<file path="config.mk">
export PLATFORM = sky130hd
export DESIGN_NAME = depacketizer_1_flat
export DESIGN_NICKNAME = d
export VERILOG_FILES = /design/src/rtl/depacketizer_1_if.sv /design/src/rtl/depacketizer_1.sv /design/src/flat_wrapper.sv
export SDC_FILE = /design/constraint.sdc
export NUM_CORES = 1
export LEC_CHECK = 0
export CAP_MARGIN = 30
export CORE_MARGIN = 5
export CORE_UTILIZATION = 45
export CTS_BUF_LIST = sky130_fd_sc_hd__clkbuf_4 sky130_fd_sc_hd__clkbuf_8
export CTS_CLUSTER_SIZE = 30
export DETAILED_ROUTE_END_ITERATION = 6
export GPL_TIMING_DRIVEN = 0
export PLACE_DENSITY = 0.87
export SLEW_MARGIN = 0
export SYNTH_ARGS = -nofsm -noshare
export SYNTH_HDL_FRONTEND = slang
export SYNTH_SLANG_ARGS = --single-unit
</file>
<file path="constraint.sdc">
create_clock -name clk -period 2.85 [get_ports clk]
set_input_delay 0.57 -clock clk [delete_from_list [all_inputs] [get_ports clk]]
set_output_delay 0.57 -clock clk [all_outputs]
set_load 0.005 [all_outputs]
</file>
<file path="src/rtl/depacketizer_1_if.sv">
// Handshake bundle between the NoC output port, the depacketizer and its consumer.
// The master side drives flits in and accepts payloads; the slave side is the depacketizer.
interface depacketizer_1_if #(
  parameter int WIDTH_IN    = 36,
  parameter int WIDTH_OUT   = 12,
  parameter int COUNT_WIDTH = 8
);
  logic [WIDTH_IN-1:0]    data_in;
  logic                   valid_in;
  logic                   ready_out;
  logic [WIDTH_OUT-1:0]   data_out;
  logic                   valid_out;
  logic                   ready_in;
  logic [COUNT_WIDTH-1:0] drop_count;
  logic                   drop_pulse;

  modport master (
    output data_in, valid_in, ready_in,
    input  ready_out, data_out, valid_out, drop_count, drop_pulse
  );

  modport slave (
    input  data_in, valid_in, ready_in,
    output ready_out, data_out, valid_out, drop_count, drop_pulse
  );
endinterface

</file>
<file path="src/rtl/depacketizer_1.sv">
// Single-flit depacketizer: validates the flit header, strips it and queues the payload
// in a 2-entry skid FIFO; malformed or misrouted flits are dropped and counted.
module depacketizer_1 #(
  parameter int ADDRESS_WIDTH    = 4,
  parameter int VC_ADDRESS_WIDTH = 1,
  parameter int WIDTH_IN         = 36,
  parameter int WIDTH_OUT        = 12,
  parameter int MY_ADDRESS       = 0,
  parameter int CHECK_DEST       = 1,
  parameter int COUNT_WIDTH      = 8
) (
  input logic             clk,
  input logic             rst,
  depacketizer_1_if.slave bus
);
  localparam int H  = WIDTH_IN / 2;
  localparam int FD = H - 3 - ADDRESS_WIDTH - VC_ADDRESS_WIDTH;
  localparam int FA = (FD < WIDTH_OUT) ? FD : WIDTH_OUT;

  logic [H-1:0]                w_flit;
  logic [VC_ADDRESS_WIDTH-1:0] w_vc;
  logic [ADDRESS_WIDTH-1:0]    w_dst;
  logic [FD-1:0]               w_field;
  logic [WIDTH_OUT-1:0]        w_payload;
  logic                        w_bad;
  logic                        w_accept;
  logic                        w_push;
  logic                        w_pop;
  logic [1:0]                  w_count_next;
  logic                        w_unused;

  logic [WIDTH_OUT-1:0]   r_mem [2];
  logic                   r_wr_ptr;
  logic                   r_rd_ptr;
  logic [1:0]             r_count;
  logic                   r_ready_out;
  logic                   r_drop_pulse;
  logic [COUNT_WIDTH-1:0] r_drop_count;

  assign w_flit  = bus.data_in[H-1:0];
  assign w_vc    = w_flit[H-4 -: VC_ADDRESS_WIDTH];
  assign w_dst   = w_flit[H-4-VC_ADDRESS_WIDTH -: ADDRESS_WIDTH];
  assign w_field = w_flit[FD-1:0];

  // Upper flit half and the VC id carry nothing this node needs.
  assign w_unused = ^{bus.data_in[WIDTH_IN-1:H], w_vc, w_field};

  // Payload is the top FA field bits, left-aligned in the output word.
  always_comb begin
    w_payload = '0;
    for (int i = 0; i < FA; i++) begin
      w_payload[WIDTH_OUT-1-i] = w_field[FD-1-i];
    end
  end

  assign w_bad = !w_flit[H-1] || !w_flit[H-2] || !w_flit[H-3] ||
                 ((CHECK_DEST != 0) && (w_dst != ADDRESS_WIDTH'(MY_ADDRESS)));

  assign w_accept     = bus.valid_in && r_ready_out;
  assign w_push       = w_accept && !w_bad;
  assign w_pop        = (r_count != 2'd0) && bus.ready_in;
  assign w_count_next = r_count + {1'b0, w_push} - {1'b0, w_pop};

  always_ff @(posedge clk) begin
    if (w_push) begin
      r_mem[r_wr_ptr] <= w_payload;
    end
  end

  always_ff @(posedge clk or posedge rst) begin
    if (rst) begin
      r_wr_ptr    <= 1'b0;
      r_rd_ptr    <= 1'b0;
      r_count     <= 2'd0;
      r_ready_out <= 1'b0;
    end else begin
      if (w_push) begin
        r_wr_ptr <= ~r_wr_ptr;
      end
      if (w_pop) begin
        r_rd_ptr <= ~r_rd_ptr;
      end
      r_count     <= w_count_next;
      r_ready_out <= (w_count_next != 2'd2);
    end
  end

  always_ff @(posedge clk or posedge rst) begin
    if (rst) begin
      r_drop_pulse <= 1'b0;
      r_drop_count <= '0;
    end else begin
      r_drop_pulse <= w_accept && w_bad;
      if (w_accept && w_bad && (r_drop_count != '1)) begin
        r_drop_count <= r_drop_count + 1'b1;
      end
    end
  end

  // Gate with occupancy so a freshly reset or drained FIFO never shows stale data.
  assign bus.valid_out  = (r_count != 2'd0);
  assign bus.data_out   = (r_count != 2'd0) ? r_mem[r_rd_ptr] : '0;
  assign bus.ready_out  = r_ready_out;
  assign bus.drop_pulse = r_drop_pulse;
  assign bus.drop_count = r_drop_count;
endmodule
</file>
<file path="src/flat_wrapper.sv">
// flat-port wrapper written by rule: the top's interface ports become plain ports
module depacketizer_1_flat 
#(
  parameter int ADDRESS_WIDTH    = 4,
  parameter int VC_ADDRESS_WIDTH = 1,
  parameter int WIDTH_IN         = 36,
  parameter int WIDTH_OUT        = 12,
  parameter int MY_ADDRESS       = 0,
  parameter int CHECK_DEST       = 1,
  parameter int COUNT_WIDTH      = 8
)
  (clk, rst, bus_data_in, bus_valid_in, bus_ready_in, bus_ready_out, bus_data_out, bus_valid_out, bus_drop_count, bus_drop_pulse);
  depacketizer_1_if #(.WIDTH_IN(WIDTH_IN), .WIDTH_OUT(WIDTH_OUT), .COUNT_WIDTH(COUNT_WIDTH)) bus_i ();
  input logic clk;
  input logic rst;
  input wire logic [$bits(bus_i.data_in)-1:0] bus_data_in;
  input wire logic [$bits(bus_i.valid_in)-1:0] bus_valid_in;
  input wire logic [$bits(bus_i.ready_in)-1:0] bus_ready_in;
  output wire logic [$bits(bus_i.ready_out)-1:0] bus_ready_out;
  output wire logic [$bits(bus_i.data_out)-1:0] bus_data_out;
  output wire logic [$bits(bus_i.valid_out)-1:0] bus_valid_out;
  output wire logic [$bits(bus_i.drop_count)-1:0] bus_drop_count;
  output wire logic [$bits(bus_i.drop_pulse)-1:0] bus_drop_pulse;
  assign bus_i.data_in = bus_data_in;
  assign bus_i.valid_in = bus_valid_in;
  assign bus_i.ready_in = bus_ready_in;
  assign bus_ready_out = bus_i.ready_out;
  assign bus_data_out = bus_i.data_out;
  assign bus_valid_out = bus_i.valid_out;
  assign bus_drop_count = bus_i.drop_count;
  assign bus_drop_pulse = bus_i.drop_pulse;
  depacketizer_1 #(.ADDRESS_WIDTH(ADDRESS_WIDTH), .VC_ADDRESS_WIDTH(VC_ADDRESS_WIDTH), .WIDTH_IN(WIDTH_IN), .WIDTH_OUT(WIDTH_OUT), .MY_ADDRESS(MY_ADDRESS), .CHECK_DEST(CHECK_DEST), .COUNT_WIDTH(COUNT_WIDTH)) u_core (.clk(clk), .rst(rst), .bus(bus_i));
endmodule
</file>
==> reports/results.ini, run 1 <==
[routing]
via_per_inst=4.81
vias=942
drc_errors=0
drtIter0Drc=15
wire_per_inst_um=14.1
first_pass_iters=4
routed_wl_um=2750
drtAntennaViolNets=0

[sta]
rsz0062_at_grt=false
min_period_ns=2.40
max_freq_mhz=417
worstMarginPinSlew_ns=0.713
drv_slew=0
setup_viol=0
clock_skew_ns=0.00740
hold_slack_ns=0.499
period_share=0.842
relSlewSlack=0.521
hold_violations=0
tns_ns=0

[yosys]
ys.flop_type=edfxtp_1
ys_ff_latch=34
synth_cell_type_count=27
synth-seq-area-share=0.655
synth-edff-count=20
ys_async_sr_fraction=0.412
syn_area_sq_um=1450
yosys-top-cells-count=edfxtp_1, dfrtp_1, nor2_1
synth.area.top_cells=edfxtp_1, dfrtp_1, mux2i_1, xnor2_1, nor2_1
synth.most_common_cell=edfxtp_1
synth_cells=101
yosysWarnings=0
avgSynthCellArea_sq_um=14.4
synth_largest_area_cell=edfxtp_1
synth_top_area_share=0.414

[final_layout]
drive_above_1_share=0.105
stdcell_count=196
finalNetCount=193
syn_to_final_growth_pct=36.6
utilization=0.644
multi_input_area_sq_um=473
regArea_sq_um=951
fill_cells=255
diodes=0

[grt]
grt_overflow=0
grt_pass1_vias=1013
grt_pass1_wl_um=4550
antenna_found_initial=0
grt_usage=0.141
grt_max_degree=15

[clock_network]
cts-htree-levels=2
cts-root-buf=clkbuf_4
clk_pin_slew_ns=0.09
cts_tree=built
post_cts_buffers=0
clockBufferDepth=2
clkSinkCount=34
cts_hold_buf=0
cts-resized-gates=0
clk_latency_ns=0.32
numCtsBuffers=5

[critical_path]
critical_path_arrival_ns=1.83
required_ns=2.28
cpMostUsedCell=nor2_1
crit_chain=nor2_1 -> clkbuf_1 -> nor2_1 -> clkdlybuf4s50_1
cp-end-kind=output pin
worstSetupPathType=reg2out
cp_slowest_cell=clkdlybuf4s50_1
critical_path_buf_inv_count=2
path_max_fanout=10
cp-start-kind=register
max_stage_delay_ns=0.46
crit_family=buffers and inverters

[status]
outcome=finished, final reports clean

[power_and_ir_drop]
power_density_nw_per_um2=793
power_leakage_nw=0.786
power_mw=1.57
ir_worst_vdd_v=0.000535

[hold_path]
hold_class=reg2reg

[floorplan]
ios=63
core_sq_um=3080
die_w_um=66.8
start_util=0.472
die_area_sq_um=4460
die-height_um=66.8
fp-row-count=20

[placement]
port_buffers=41
place_hpwl_um=2100
place_congestion=0.809
dp_cells=188

[run]
cap_violations=0

## flip-flops by register name (all words and copies together) (netlist names)
name,count
u_core.bus.drop_count,8
u_core.bus.drop_pulse,1
u_core.bus.ready_out,1
u_core.r_count,2
u_core.r_mem,20
u_core.r_rd_ptr,1
u_core.r_wr_ptr,1
## cell type report
class | count | area share
Buffer | 4 | 0.0120
Clock buffer | 6 | 0.0227
Clock inverter | 2 | 0.00442
Inverter | 2 | 0.00379
Multi-Input combinational cell | 62 | 0.239
Sequential cell | 34 | 0.480
Tap cell | 44 | 0.0278
Timing Repair Buffer | 42 | 0.211
## cell families (layout without fill, tap and decap cells)
logic type                 after synthesis  after routing  share of synthesized area
AOI/OAI and AO/OA                        3              3                     0.0164
xor gates and xnor gates                12             12                     0.0724
adders and majority gates                2              2                     0.0172
buffers and inverters                    6             56                     0.0215
DFF                                     34             34                      0.655
muxes                                   11             11                     0.0793
other                                    1              2                    0.00258
and+or+nand+nor                         32             32                      0.135
## per-stage QoR
stage | area (sq um) | setup slack [ns]
after floorplan | 1460 | 0.703
after global placement | 1920 | -0.143
after detailed placement | 1930 | 0.120
after CTS | 1980 | 0.407
after global routing | 1980 | 0.287
final | 1980 | 0.451
## worst register-to-register path: cells and delay by family, from the launching register on
family | cells | cell delay [ns]
DFF | 1 | 0.41
xor gates and xnor gates | 3 | 0.52
adders and majority gates | 1 | 0.19
and+or+nand+nor | 1 | 0.08
AOI/OAI and AO/OA | 1 | 0.39
## layout by cell type (no fill, tap or decap), types with 3 or more instances in the layout
cell	n
clkdlybuf4s50_1	41
edfxtp_1	20
dfrtp_1	14
nor2_1	12
mux2i_1	10
xnor2_1	9
clkbuf_4	6
nand3_1	4
and3_1	3
xor2_1	3
buf_4	3
## where the power goes
| group | internal (mW) | switching (mW) | total (mW) |
|---|---|---|---|
| Combinational | 0.393 | 0.251 | 0.644 |
| Sequential | 0.601 | 0.0790 | 0.680 |
| Clock | 0.102 | 0.145 | 0.247 |
| Total | 1.10 | 0.475 | 1.57 |
## per-layer routing
layer  track usage  part of all wire  up-vias
met5             0                 0        -
met4        0.0381            0.0084        0
met3        0.0573             0.077        3
met2         0.231              0.50       37
met1         0.170              0.42      445
li1              -                 -      457
## final timing paths
path / endpoint / slack, ns / start / depth (start not counted)
min reg2reg: u_core.r_wr_ptr$_DFFE_PP0P_ / 0.50 / u_core.r_wr_ptr$_DFFE_PP0P_ / 1
min: u_core.r_wr_ptr$_DFFE_PP0P_ / 0.50 / u_core.r_wr_ptr$_DFFE_PP0P_ / 1
max: bus_data_out[9] / 0.45 / u_core.r_count[1]$_DFF_PP0_ / 4
max reg2reg: u_core.bus.ready_out$_DFF_PP0_ / 1.15 / u_core.r_count[1]$_DFF_PP0_ / 6
max in group asynchronous: u_core.bus.ready_out$_DFF_PP0_ / 1.92 / rst / 2
min in group asynchronous: u_core.bus.drop_count[2]$_DFFE_PP0P_ / 0.58 / rst / 2
Note: power is estimated with default switching activity, not from simulation.
==> inputs of run 2 (changes only) <==
--- a/config.mk
+++ b/config.mk
@@ -7,12 +7,12 @@
 export LEC_CHECK = 0
 export CAP_MARGIN = 30
 export CORE_MARGIN = 5
-export CORE_UTILIZATION = 45
+export CORE_UTILIZATION = 43
 export CTS_BUF_LIST = sky130_fd_sc_hd__clkbuf_4 sky130_fd_sc_hd__clkbuf_8
 export CTS_CLUSTER_SIZE = 30
 export DETAILED_ROUTE_END_ITERATION = 6
 export GPL_TIMING_DRIVEN = 0
-export PLACE_DENSITY = 0.87
+export PLACE_DENSITY = 0.83
 export SLEW_MARGIN = 0
 export SYNTH_ARGS = -nofsm -noshare
 export SYNTH_HDL_FRONTEND = slang
==> constraint.sdc (replaced) <==
create_clock -name clk -period 2.3 [get_ports clk]
set_input_delay 0.46 -clock clk [delete_from_list [all_inputs] [get_ports clk]]
set_output_delay 0.46 -clock clk [all_outputs]
set_load 0.005 [all_outputs]
==> reports/results.ini, run 2 (synthesized netlist as in run 1, its figures left out) <==
[clock_network]
clk_latency_ns=0.33  ; was 0.32 ns
clk_pin_slew_ns=0.10  ; was 0.09 ns
cts-htree-levels=2  ; unchanged
clkSinkCount=34  ; unchanged
numCtsBuffers=5  ; unchanged
clockBufferDepth=2  ; unchanged
cts_tree=built  ; unchanged
cts-root-buf=clkbuf_4  ; unchanged

[placement]
place_congestion=0.746  ; was 0.809
dpl-instance-area_sq_um=1930  ; about the same
place_hpwl_um=2110  ; was 2100 um
port_buffers=41  ; unchanged

[critical_path]
cp-end-kind=output pin  ; unchanged
required_ns=1.84  ; was 2.28 ns
crit_chain=clkbuf_4 -> mux2i_1 -> nor2_1 -> clkdlybuf4s50_1  ; was nor2_1 -> clkbuf_1 -> nor2_1 -> clkdlybuf4s50_1
max_stage_delay_ns=0.53  ; was 0.46 ns
critical_path_arrival_ns=1.74  ; was 1.83 ns
path_max_fanout=10  ; unchanged
cp_slowest_cell=clkdlybuf4s50_1  ; unchanged
crit_family=buffers and inverters  ; unchanged
worstSetupPathType=reg2out  ; unchanged
critical_path_buf_inv_count=2  ; unchanged
cp-start-kind=register  ; unchanged

[routing]
vias=928  ; was 942
routed_wl_um=2740  ; was 2750 um
first_pass_iters=2  ; was 4
drtIter0Drc=13  ; was 15
drtAntennaViolNets=0  ; unchanged
drc_errors=0  ; unchanged
wire_per_inst_um=13.8  ; was 14.1 um
via_per_inst=4.69  ; was 4.81

[final_layout]
finalNetCount=193  ; unchanged
drive_above_1_share=0.112  ; was 0.105
regMostFlops=u_core.r_mem  ; unchanged
final_common_cell=clkdlybuf4s50_1  ; unchanged
final_cell_mix=clkdlybuf4s50_1, edfxtp_1, dfrtp_1, nor2_1, mux2i_1  ; unchanged
design_area_sq_um=1990  ; was 1980 sq um
diodes=0  ; unchanged
largest_register_ffs=20  ; unchanged
utilization=0.601  ; was 0.644
syn_to_final_growth_pct=37.0  ; was 36.6%

[sta]
clock_skew_ns=0.00250  ; was 0.00740 ns
setup_viol=0  ; unchanged
drv_slew=0  ; unchanged
worstMarginPinSlew_ns=0.565  ; was 0.713 ns
relSlewSlack=0.621  ; was 0.521
hold_violations=0  ; unchanged
rsz0062_at_grt=false  ; unchanged
min_period_ns=2.20
tns_ns=0  ; unchanged
max_freq_mhz=454
period_share=0.958

[power_and_ir_drop]
p_sw_frac=0.309  ; was 0.302
p_seq_frac=0.432  ; was 0.433
switchingPower_mw=0.603  ; was 0.475 mW
power_mw=1.95  ; was 1.57 mW
comb_power_share=0.412  ; was 0.410
power_density_nw_per_um2=982  ; was 793 nW/um^2
internal-power_mw=1.35  ; was 1.10 mW
clockPowerShare=0.156  ; was 0.157
ir_worst_vdd_v=0.000499  ; was 0.000535 V
power_leakage_nw=0.785  ; was 0.786 nW

[run]
cap_violations=0  ; unchanged

[floorplan]
ios=63  ; unchanged
start_util=0.438  ; was 0.472
core_sq_um=3310  ; was 3080 sq um
die_area_sq_um=4640  ; was 4460 sq um
die-height_um=68.1  ; was 66.8 um
fp-row-count=21  ; was 20
die_w_um=68.1  ; was 66.8 um

[grt]
globalRouteMet3Util=0.0591  ; was 0.0573
grt_max_degree=15  ; unchanged
grt_pass1_wl_um=4490  ; was 4550 um
grt_most_used_layer=met2  ; unchanged
grt_overflow=0  ; unchanged
grtUsageMet1=0.148  ; was 0.170
antenna_found_initial=0  ; unchanged
grt_pass1_vias=1011  ; was 1013
grt_usage=0.135  ; was 0.141
gr-usage-met2=0.224  ; was 0.231

[hold_path]
hold_class=in2async  ; was reg2reg

[status]
outcome=finished, final reports clean  ; unchanged

[run 2: changes by cell type in the layout (fill, tap and decap cells not counted), sizes merged]
| cell | before | now |
|---|---|---|
| buf | 4 | 3 |
| clkinvlp | 0 | 1 |
[run 2: what timing repair did]
item	4_1_cts	5_1_grt
hold endpoints to repair	0	0
hold buffers	0	0
setup endpoints to repair	10	4
buffers inserted	0	0
gates resized for setup	1	1
[run 2: worst reg2reg max path, delay by kind of cell (launching register included)]
kind                     cells  cell delay (ns)
AO/OA/AOI/OAI                1             0.43
XOR/XNOR                     3             0.53
adder cells (fa/ha/maj)      1             0.19
AND/OR/NAND/NOR              1             0.08
flip-flops                   1             0.41
[run 2: metal layers]
layer / vias to the layer above / routed length (um)
met5: - / 0
met4: 0 / 55
met3: 9 / 256
met2: 38 / 1330
met1: 425 / 1100
li1: 456 / -
[run 2: path summary, 6_finish.rpt]
kind | from | end | slack [ns] | cells after the start
max | u_core.r_rd_ptr$_DFFE_PP0P_ | bus_data_out[5] | 0.1 | 4
min | rst | u_core.bus.drop_count[3]$_DFFE_PP0P_ | 0.45 | 2
max reg2reg | u_core.r_count[1]$_DFF_PP0_ | u_core.bus.ready_out$_DFF_PP0_ | 0.56 | 6
min reg2reg | u_core.bus.drop_count[6]$_DFFE_PP0P_ | u_core.bus.drop_count[6]$_DFFE_PP0P_ | 0.50 | 1
max in group asynchronous | rst | u_core.bus.drop_count[2]$_DFFE_PP0P_ | 1.51 | 2
min in group clk | u_core.bus.drop_count[6]$_DFFE_PP0P_ | u_core.bus.drop_count[6]$_DFFE_PP0P_ | 0.50 | 1
[run 2: metrics by stage]
step	instances	hold slack, ns	setup slack, ns
after global placement	189	0.473	-0.567
after detailed placement	190	0.486	-0.194
final	198	0.451	0.0975
after floorplan	102	0.349	0.263
after global routing	198	0.529	0.0106
after CTS	198	0.454	0.0421
[run 2: layout make-up]
cell class,count,area [sq um]
clock buffer,5,37.5
buffer,4,27.5
clock inverter,3,16.3
tap,46,57.6
sequential,34,951
timing repair buffer,42,418
inverter,2,7.51
multi-input combinational,62,473
fill,281,1320
[run 2: power groups by stage]
stage	combinational [mW]	sequential, mW	clock [mW]
2_1_floorplan	0.393	0.843	0
3_3_place_gp	0.780	0.851	0
3_5_place_dp	0.808	0.854	0
4_1_cts	0.817	0.845	0.321
5_1_grt	0.880	0.858	0.342
6_report	0.804	0.844	0.305
